### src/rtl/gtfraw_stats_pkg.sv
// Shared constants for the pm_tick statistics bank.
// Holds read-port and sequence widths plus the pm_tick pipeline latencies,
// so the bank and any consumer agree on them.
package gtfraw_stats_pkg;

   // Channel index width on the read port (covers up to 32 channels).
   localparam int RDCH_W = 5;

   // Snapshot sequence number width; wraps modulo 2^SEQ_W.
   localparam int SEQ_W = 16;

   // pm_tick pipeline: stage 0 = pm_tick_r (counter restart / capture),
   // stage 1 = pm_tick_d1 (statshold load), stage 2 = snap_valid.
   localparam int TICK_STAGES = 3;
   localparam int TICK_R_STG  = 0;
   localparam int TICK_D1_STG = 1;
   localparam int SNAP_STG    = 2;

endpackage

### src/rtl/gtfraw_pmtick_chcnt.sv
// One statistics channel: split LSB/MSB interval counter, per-interval
// overflow flag, interval capture and statshold register.
// Optional feature: define PMTICK_STATSBANK_SATURATE_EN to saturate the
// counter at all-ones after overflow; otherwise it wraps. The ovf flag is
// sticky for the interval in both builds.
module gtfraw_pmtick_chcnt #(
   parameter int INWIDTH  = 16,
   parameter int OUTWIDTH = 48
) (
   input  logic                clk,
   input  logic                reset,
   input  logic                pm_tick_r,
   input  logic                pm_tick_d1,
   input  logic [INWIDTH-1:0]  pulsein,
   output logic [OUTWIDTH-1:0] statshold,
   output logic                hold_ovf
);

   localparam int HW = OUTWIDTH / 2;
   localparam int SW = HW + 1;

   logic [HW-1:0] lsb_q;
   logic [HW-1:0] msb_q;
   logic          carry_q;
   logic          ovf_q;
   logic [HW-1:0] cap_lsb_q;
   logic [HW-1:0] cap_msb_q;
   logic          cap_ovf_q;
   logic [SW-1:0] lsb_sum;
   logic [SW-1:0] msb_sum;
   logic          ovf_now;

   // Half-width adders; the MSB add consumes the carry registered last cycle.
   always_comb begin
      lsb_sum = {1'b0, lsb_q} + SW'(pulsein);
      msb_sum = {1'b0, msb_q} + SW'(carry_q);
      ovf_now = ovf_q | msb_sum[HW];
   end

   // Interval counter: on pm_tick_r close the interval (folding in the
   // pending carry) and restart with this cycle's increment.
   always_ff @(posedge clk or posedge reset) begin
      if (reset) begin
         lsb_q     <= '0;
         msb_q     <= '0;
         carry_q   <= 1'b0;
         ovf_q     <= 1'b0;
         cap_lsb_q <= '0;
         cap_msb_q <= '0;
         cap_ovf_q <= 1'b0;
      end else if (pm_tick_r) begin
`ifdef PMTICK_STATSBANK_SATURATE_EN
         cap_lsb_q <= ovf_now ? '1 : lsb_q;
         cap_msb_q <= ovf_now ? '1 : msb_sum[HW-1:0];
`else
         cap_lsb_q <= lsb_q;
         cap_msb_q <= msb_sum[HW-1:0];
`endif
         cap_ovf_q <= ovf_now;
         lsb_q     <= HW'(pulsein);
         msb_q     <= '0;
         carry_q   <= 1'b0;
         ovf_q     <= 1'b0;
      end else begin
`ifdef PMTICK_STATSBANK_SATURATE_EN
         if (ovf_now) begin
            lsb_q   <= '1;
            msb_q   <= '1;
            carry_q <= 1'b0;
         end else begin
            lsb_q   <= lsb_sum[HW-1:0];
            carry_q <= lsb_sum[HW];
            msb_q   <= msb_sum[HW-1:0];
         end
`else
         lsb_q   <= lsb_sum[HW-1:0];
         carry_q <= lsb_sum[HW];
         msb_q   <= msb_sum[HW-1:0];
`endif
         ovf_q <= ovf_now;
      end
   end

   // statshold takes the closed interval one cycle after capture.
   always_ff @(posedge clk or posedge reset) begin
      if (reset) begin
         statshold <= '0;
         hold_ovf  <= 1'b0;
      end else if (pm_tick_d1) begin
         statshold <= {cap_msb_q, cap_lsb_q};
         hold_ovf  <= cap_ovf_q;
      end
   end

endmodule

### src/rtl/gtfraw_wrapper_pmtick_statsbank.sv
// pm_tick statistics bank: NUM_CH interval counters snapshotted on each
// pm_tick into statshold, mirrored into a read-visible bank (statsout) that
// hold_output can freeze, with a registered single-channel read port.
// Optional feature: PMTICK_STATSBANK_SATURATE_EN (saturating counters).
module gtfraw_wrapper_pmtick_statsbank
   import gtfraw_stats_pkg::*;
#(
   parameter int NUM_CH   = 4,
   parameter int INWIDTH  = 16,
   parameter int OUTWIDTH = 48
) (
   input  logic                      clk,
   input  logic                      reset,
   input  logic                      pm_tick,
   input  logic [NUM_CH*INWIDTH-1:0] pulsein,
   input  logic                      hold_output,
   input  logic                      rd_en,
   input  logic [RDCH_W-1:0]         rd_ch,
   output logic                      rd_valid,
   output logic [OUTWIDTH-1:0]       rd_data,
   output logic                      rd_ovf,
   output logic                      rd_err,
   output logic                      snap_valid,
   output logic [SEQ_W-1:0]          snap_seq
);

   logic [TICK_STAGES-1:0]           tick_pipe;
   logic                             pm_tick_r;
   logic                             pm_tick_d1;
   logic [NUM_CH-1:0][OUTWIDTH-1:0]  statshold;
   logic [NUM_CH-1:0]                hold_ovf;
   logic [NUM_CH-1:0][OUTWIDTH-1:0]  statsout;
   logic [NUM_CH-1:0]                statsout_ovf;
   logic [OUTWIDTH-1:0]              sel_data;
   logic                             sel_ovf;
   logic                             sel_hit;

   assign pm_tick_r  = tick_pipe[TICK_R_STG];
   assign pm_tick_d1 = tick_pipe[TICK_D1_STG];
   assign snap_valid = tick_pipe[SNAP_STG];

   // pm_tick delay line; the last stage is the snap_valid pulse.
   always_ff @(posedge clk or posedge reset) begin
      if (reset) tick_pipe <= '0;
      else       tick_pipe <= {tick_pipe[TICK_STAGES-2:0], pm_tick};
   end

   // Sequence number advances on the same edge that raises snap_valid.
   always_ff @(posedge clk or posedge reset) begin
      if (reset)           snap_seq <= '0;
      else if (pm_tick_d1) snap_seq <= snap_seq + 1'b1;
   end

   for (genvar c = 0; c < NUM_CH; c++) begin : g_ch
      gtfraw_pmtick_chcnt #(
         .INWIDTH  (INWIDTH),
         .OUTWIDTH (OUTWIDTH)
      ) u_chcnt (
         .clk        (clk),
         .reset      (reset),
         .pm_tick_r  (pm_tick_r),
         .pm_tick_d1 (pm_tick_d1),
         .pulsein    (pulsein[c*INWIDTH +: INWIDTH]),
         .statshold  (statshold[c]),
         .hold_ovf   (hold_ovf[c])
      );
   end

   // Read-visible bank follows statshold unless frozen by hold_output.
   always_ff @(posedge clk or posedge reset) begin
      if (reset) begin
         statsout     <= '0;
         statsout_ovf <= '0;
      end else if (!hold_output) begin
         statsout     <= statshold;
         statsout_ovf <= hold_ovf;
      end
   end

   // Channel select; an index with no matching channel yields zeros.
   always_comb begin
      sel_data = '0;
      sel_ovf  = 1'b0;
      sel_hit  = 1'b0;
      for (int c = 0; c < NUM_CH; c++) begin
         if (rd_ch == RDCH_W'(c)) begin
            sel_data = statsout[c];
            sel_ovf  = statsout_ovf[c];
            sel_hit  = 1'b1;
         end
      end
   end

   // Registered read: samples statsout before any same-edge bank update.
   always_ff @(posedge clk or posedge reset) begin
      if (reset) begin
         rd_valid <= 1'b0;
         rd_data  <= '0;
         rd_ovf   <= 1'b0;
         rd_err   <= 1'b0;
      end else begin
         rd_valid <= rd_en;
         if (rd_en) begin
            rd_data <= sel_data;
            rd_ovf  <= sel_ovf;
            rd_err  <= ~sel_hit;
         end
      end
   end

endmodule

### config.mk
export PLATFORM = sky130hd
export DESIGN_NAME = gtfraw_wrapper_pmtick_statsbank
export DESIGN_NICKNAME = d
export VERILOG_FILES = /design/src/rtl/gtfraw_stats_pkg.sv /design/src/rtl/gtfraw_pmtick_chcnt.sv /design/src/rtl/gtfraw_wrapper_pmtick_statsbank.sv
export SDC_FILE = /design/constraint.sdc
export NUM_CORES = 2
export LEC_CHECK = 0
export ABC_AREA = 1
export CAP_MARGIN = 20
export CORE_MARGIN = 8
export CORE_UTILIZATION = 53
export DETAILED_ROUTE_END_ITERATION = 10
export PLACE_DENSITY_LB_ADDON = 0.12
export SLEW_MARGIN = 20
export SYNTH_ARGS = -nofsm -noshare
export SYNTH_HDL_FRONTEND = slang
export SYNTH_SLANG_ARGS = --single-unit
### constraint.sdc
create_clock -name clk -period 36.8 [get_ports clk]
set_input_delay 7.36 -clock clk [delete_from_list [all_inputs] [get_ports clk]]
set_output_delay 7.36 -clock clk [all_outputs]
set_load 0.02 [all_outputs]
# Word level (Yosys, flattened, before mapping)
# Cells that the tools add are included.
dict set report classes {
  n_mux 28
  div_mod_pow 0
  mul 0
  n_addsub 9
  bitwise_logic 5
  reduce_logical 1
  n_shift 0
  order_cmp 0
  n_eq_ne 3
}
# op n
set ops {}
lappend ops {{$mux 24} 8}
lappend ops {{$mux 48} 4}
lappend ops {{$add 24x1->25} 4}
lappend ops {{$add 24x16->25} 4}
lappend ops {{$add 16x1->16 const B} 1}
lappend ops {{$mux 1} 16}
lappend ops {{$eq 5x2->1 const B} 2}
lappend ops {{$eq 5x1->1 const B} 1}
lappend ops {{$logic_not 5->1} 1}
lappend ops {{$or 1x1->1} 4}
lappend ops {{$not 1->1} 1}
dict set report word_totals {
  n_memories 0
  input_bits 74
  output_inout_bits 68
  reg_bits 858
  latchBits 0
  wordCells 93
  mem_bits_rw 0
  mem_bits_ro 0
}

# Depth between registers and ports, before layout
dict set report logic_depth {
  word_depth 6
  mapped_depth 13
  ltp_nobuf 13
}

# Cells and area by module
# Synthesis repeated with hierarchy kept, for this count alone.
dict set report hier_totals {
  hier_cells 4508
  hier_area_um2 40901.7
}
# module instances area_per_inst_um2 cells_each seq_area_each_um2
set modules_own_cells {}
lappend modules_own_cells {{gtfraw_pmtick_chcnt at g_ch[1].u_chcnt ...} 2 7264.5 846 3703.6}
lappend modules_own_cells {gtfraw_wrapper_pmtick_statsbank 1 11836.4 1116 6656.4}
lappend modules_own_cells {{gtfraw_pmtick_chcnt at g_ch[0].u_chcnt} 1 7288.2 856 3703.6}
lappend modules_own_cells {{gtfraw_pmtick_chcnt at g_ch[3].u_chcnt} 1 7248.2 844 3703.6}

# Worst setup path after synthesis
# No wires, ideal clock.
dict set report synth_timing {
  path_kind {input port to flip-flop}
  start {input port pulsein[32]}
  end {register g_ch[2].u_chcnt.lsb_q[16]}
  path_stages 11
  arrival_ps 8649
  slack_ps 28032
  t_required_ps 36681
  setup_ps 119
  path_buffers 0
  cell_sequence {ha_1 inv_1 fa_1 inv_1 nand3_1 nand3_1 nand2_1 nand2_1 nand3_1 a21oi_1 nor2_1}
}
dict set report synth_via {
  elab_chain_cells 2
}
# item line_no
set synth_rtl {}
lappend synth_rtl {{start, declared} gtfraw_wrapper_pmtick_statsbank.sv:15} ;# input logic [NUM_CH*INWIDTH-1:0] pulsein,
lappend synth_rtl {{$add 24x16->25} gtfraw_pmtick_chcnt.sv:35} ;# lsb_sum = {1'b0, lsb_q} + SW'(pulsein);
lappend synth_rtl {{$mux 24} gtfraw_pmtick_chcnt.sv:51} ;# end else if (pm_tick_r) begin
lappend synth_rtl {{end signal, assigned} gtfraw_pmtick_chcnt.sv:60} ;# lsb_q <= HW'(pulsein);
lappend synth_rtl {{end signal, assigned} gtfraw_pmtick_chcnt.sv:76} ;# lsb_q <= lsb_sum[HW-1:0];
lappend synth_rtl {{end, declared} gtfraw_pmtick_chcnt.sv:22} ;# logic [HW-1:0] lsb_q;
# Every way passes these cells.
# A chain may end at the register's enable or synchronous reset.

==> results.md <==
* Max stage delay on crit path at 0.87 ns
* CTS tree: built
* Ys async rst share at 100.0%
* Core area at 74,570 µm²
* Synth Instances at 5,036
* Synth Cell Area at 39,970 µm²
* Setup violators final at 0
* Leakage power at 0.02196 µW
* Cell taking the most area after synthesis: dfrtp_1
* Syn-to-layout area delta at 12.75%
* Cell with the most instances after synthesis: nand2_1
* DRT Pass-1 Iters at 6
* Placed insts at 5,981
* Worst skew pair latency at 0.64 ns
* Final period util at 28.24%
* Setup TNS at 0 ns
* Setup ws final at 26.41 ns
* Vias in the first global route at 30,580
* Top-area cell type share of the netlist area at 53.71%
* Wire length on met1 at 47.16 mm
* Min-Delay Path Class: reg2reg
* Most frequently used flop master after synthesis: dfrtp_1
* Crit path capture type: asynchronous set/reset pin
* Die Y at 290.6 µm
* Clock transition at path regs at 0.06 ns
* Commonest cells in the netlist: 1,949 x nand2_1, 858 x dfrtp_1, 543 x inv_1
* Die area at 84,470 µm²
* Initial antenna violation count at 0
* Top routing layer used: met4
* Fin cells at 6,149
* Row count at 100
* Number of antenna diodes at 0
* Max FO, Critical Path at 167
* Total CTS buffers at 91
* Clock root buffer: clkbuf_16
* RSZ-0062 raised after global routing: no
* F_max at 96.23 MHz
* Depth of the CTS H-tree at 3
* Overall routed net length at 100.6 mm
* # IOs at 142
* Mapped Avg Cell Area at 7.938 µm²
* Slew @ Worst Pin at 1.101 ns
* Starting Density at 53.61%
* DRC Markers at 0
* Clock Skew at 0.02089 ns
* Post-CTS Hold Buffers at 0
* DR iter-0 viols at 2,164
* Power Density at 52.17 nW/µm²
* Slew headroom at 26.61%
* Max-Cap Viols at 0
* Run status: finished clean
* Overall Global Routing Usage at 23.73%
* Post CTS Setup Buffer Count at 0
* DR vias at 31,630
* Critical-path cell list: clkdlybuf4s50_1 > inv_8 > buf_12 > buf_4 > buf_4
* Gpl congestion at 0.9191
* Metal2 WL at 46.40 mm
* Buf/Inv on CP at 5
* Sequential share of the synthesized area at 53.71%
* Layout cells sized above 1 at 4.479%
* Distinct cells, synth at 43
* Port bufs at 141
* Die W at 290.6 µm
* Post-synth EDFFs at 0
* First-pass GRT wire length at 164.9 mm
* Vias per cell at 5.144
* Largest cells by area after synthesis: dfrtp_1 54%, nand2_1 18%, o21ai_0 6.5%
* Total number of yosys warnings at 0
* Grt total ovfl at 0
* Layout Nets at 5,256
* Drt wl/cell at 16.36 µm
* Most used cell, CP: buf_4
* Post-detail-place hpwl at 69.23 mm
* Synth Net Count at 5,187
* Pins over their slew limit at 0
* Pwr Total at 2351 µW
* Critical path type: in2async
* Pin count of the biggest net entering global routing at 210
* Top delay family on crit path: buffers and inverters
* Worst IR Drop VDD at 0.04486 mV
* CP Launch Type: primary input
* Clock tree sinks at 858
* Antenna Nets Post-Route at 0
* CTS Buffer Depth at 3
* Setup WS pre-CTS at 25.49 ns
* WP data arrival at 11.00 ns
* FF+latch count, synth at 858
* Final core utilization at 60.44%
* CP max-delay cell: buf_4
* Post_cts resized at 0
* Hold Violations, Final at 0
* Post-route minimum period at 10.39 ns
* WP data required at 37.41 ns
* Met3 WL at 3.570 mm
==> sequential cells by signal, summed over array words and instances (netlist names) <==
signal                  count
g_ch.u_chcnt.cap_lsb_q     96
g_ch.u_chcnt.cap_msb_q     96
g_ch.u_chcnt.cap_ovf_q      4
g_ch.u_chcnt.carry_q        4
g_ch.u_chcnt.hold_ovf       4
g_ch.u_chcnt.lsb_q         96
g_ch.u_chcnt.msb_q         96
g_ch.u_chcnt.ovf_q          4
g_ch.u_chcnt.statshold    192
rd_data                    48
rd_err                      1
rd_ovf                      1
rd_valid                    1
snap_seq                   16
statsout                  192
statsout_ovf                4
tick_pipe                   3
==> through the flow <==
stage                     hold WS, ns  cell area (µm²)
after floorplan                0.3548            39970
after global placement         0.4541            42020
after detailed placement       0.4586            42020
after CTS                      0.4724            45070
after global routing           0.4914            45070
final                          0.4679            45070
==> cell families (layout without fill, tap and decap cells) <==
group / after synthesis / in the layout / synth area share [%]
adders and majority gates: 77 / 77 / 2.485
xor gates and xnor gates: 78 / 78 / 1.709
DFF: 858 / 858 / 53.71
and+or+nand+nor: 2685 / 2685 / 27.21
muxes: 1 / 1 / 0.02817
AOI/OAI and AO/OA: 601 / 601 / 7.612
buffers and inverters: 736 / 880 / 7.249
==> layer usage <==
metal | GRT usage, % | vias to the layer above
li1 | - | 15880
met1 | 33.65 | 15010
met2 | 37.85 | 572
met3 | 3.001 | 175
met4 | 7.823 | 0
met5 | 0 | -
==> worst min-delay path: cells and delay by family, from the launching register on <==
kind             cells  cell delay, ns
AND/OR/NAND/NOR      2            0.10
flip-flops           1            0.34
==> where the power goes <==
part	internal, µW	switching, µW	leakage, µW
clock	547	384	0.00151
sequential	1020	50.5	0.0115
combinational	119	235	0.00893
==> cell type report <==
| type | instances | area, µm² |
|---|---|---|
| flip-flops and latches | 858 | 21480 |
| well taps | 969 | 1212 |
| multi-input cells | 3442 | 15630 |
| inverters | 546 | 2064 |
| clock buffers | 131 | 2660 |
| repair buffers | 166 | 1637 |
| clock inverters | 37 | 396.6 |
| fillers | 6860 | 29500 |
==> layout by cell type (no fill, tap or decap), types with 4 or more instances in the layout <==
| cell type | n |
|---|---|
| clkbuf_16 | 93 |
| dfrtp_1 | 856 |
| nor3_2 | 4 |
| ha_1 | 73 |
| nor2_4 | 4 |
| o22ai_1 | 4 |
| nand2_1 | 1949 |
| a21oi_1 | 54 |
| fa_1 | 4 |
| xnor2_1 | 39 |
| o21ai_0 | 520 |
| o21ai_1 | 9 |
| or2_2 | 17 |
| clkinvlp_4 | 5 |
| nand4_1 | 69 |
| buf_4 | 22 |
| clkdlybuf4s50_1 | 139 |
| nand3b_1 | 24 |
| a21o_1 | 4 |
| nand2_2 | 5 |
| nor3_1 | 34 |
| clkbuf_8 | 19 |
| and2_1 | 13 |
| bufinv_16 | 6 |
| clkinv_2 | 20 |
| a31oi_1 | 5 |
| nand3_1 | 185 |
| nor2_2 | 6 |
| inv_1 | 540 |
| nor2_1 | 359 |
| xor2_1 | 39 |
| clkbuf_1 | 19 |
| inv_2 | 4 |
==> worst paths after layout <==
check                                                         startpoint                                        end  slack, ns  depth (start not counted)
worst min-delay path            g_ch[3].u_chcnt.cap_lsb_q[6]$_DFFE_PP0P_   g_ch[3].u_chcnt.cap_lsb_q[6]$_DFFE_PP0P_       0.47                          2
worst max-delay path                                               reset                   statsout[54]$_DFFE_PP0N_      26.41                          5
worst min register to register  g_ch[3].u_chcnt.cap_lsb_q[6]$_DFFE_PP0P_   g_ch[3].u_chcnt.cap_lsb_q[6]$_DFFE_PP0P_       0.47                          2
worst max register to register                    tick_pipe[0]$_DFF_PP0_         g_ch[2].u_chcnt.lsb_q[2]$_DFF_PP0_      34.02                          4
min in group asynchronous                                          reset  g_ch[2].u_chcnt.statshold[47]$_DFFE_PP0P_       7.20                          2
max in group clk                                 rd_data[22]$_DFFE_PP0P_                                rd_data[22]      27.61                          1
No activity file was read; power rests on OpenSTA's default activity.
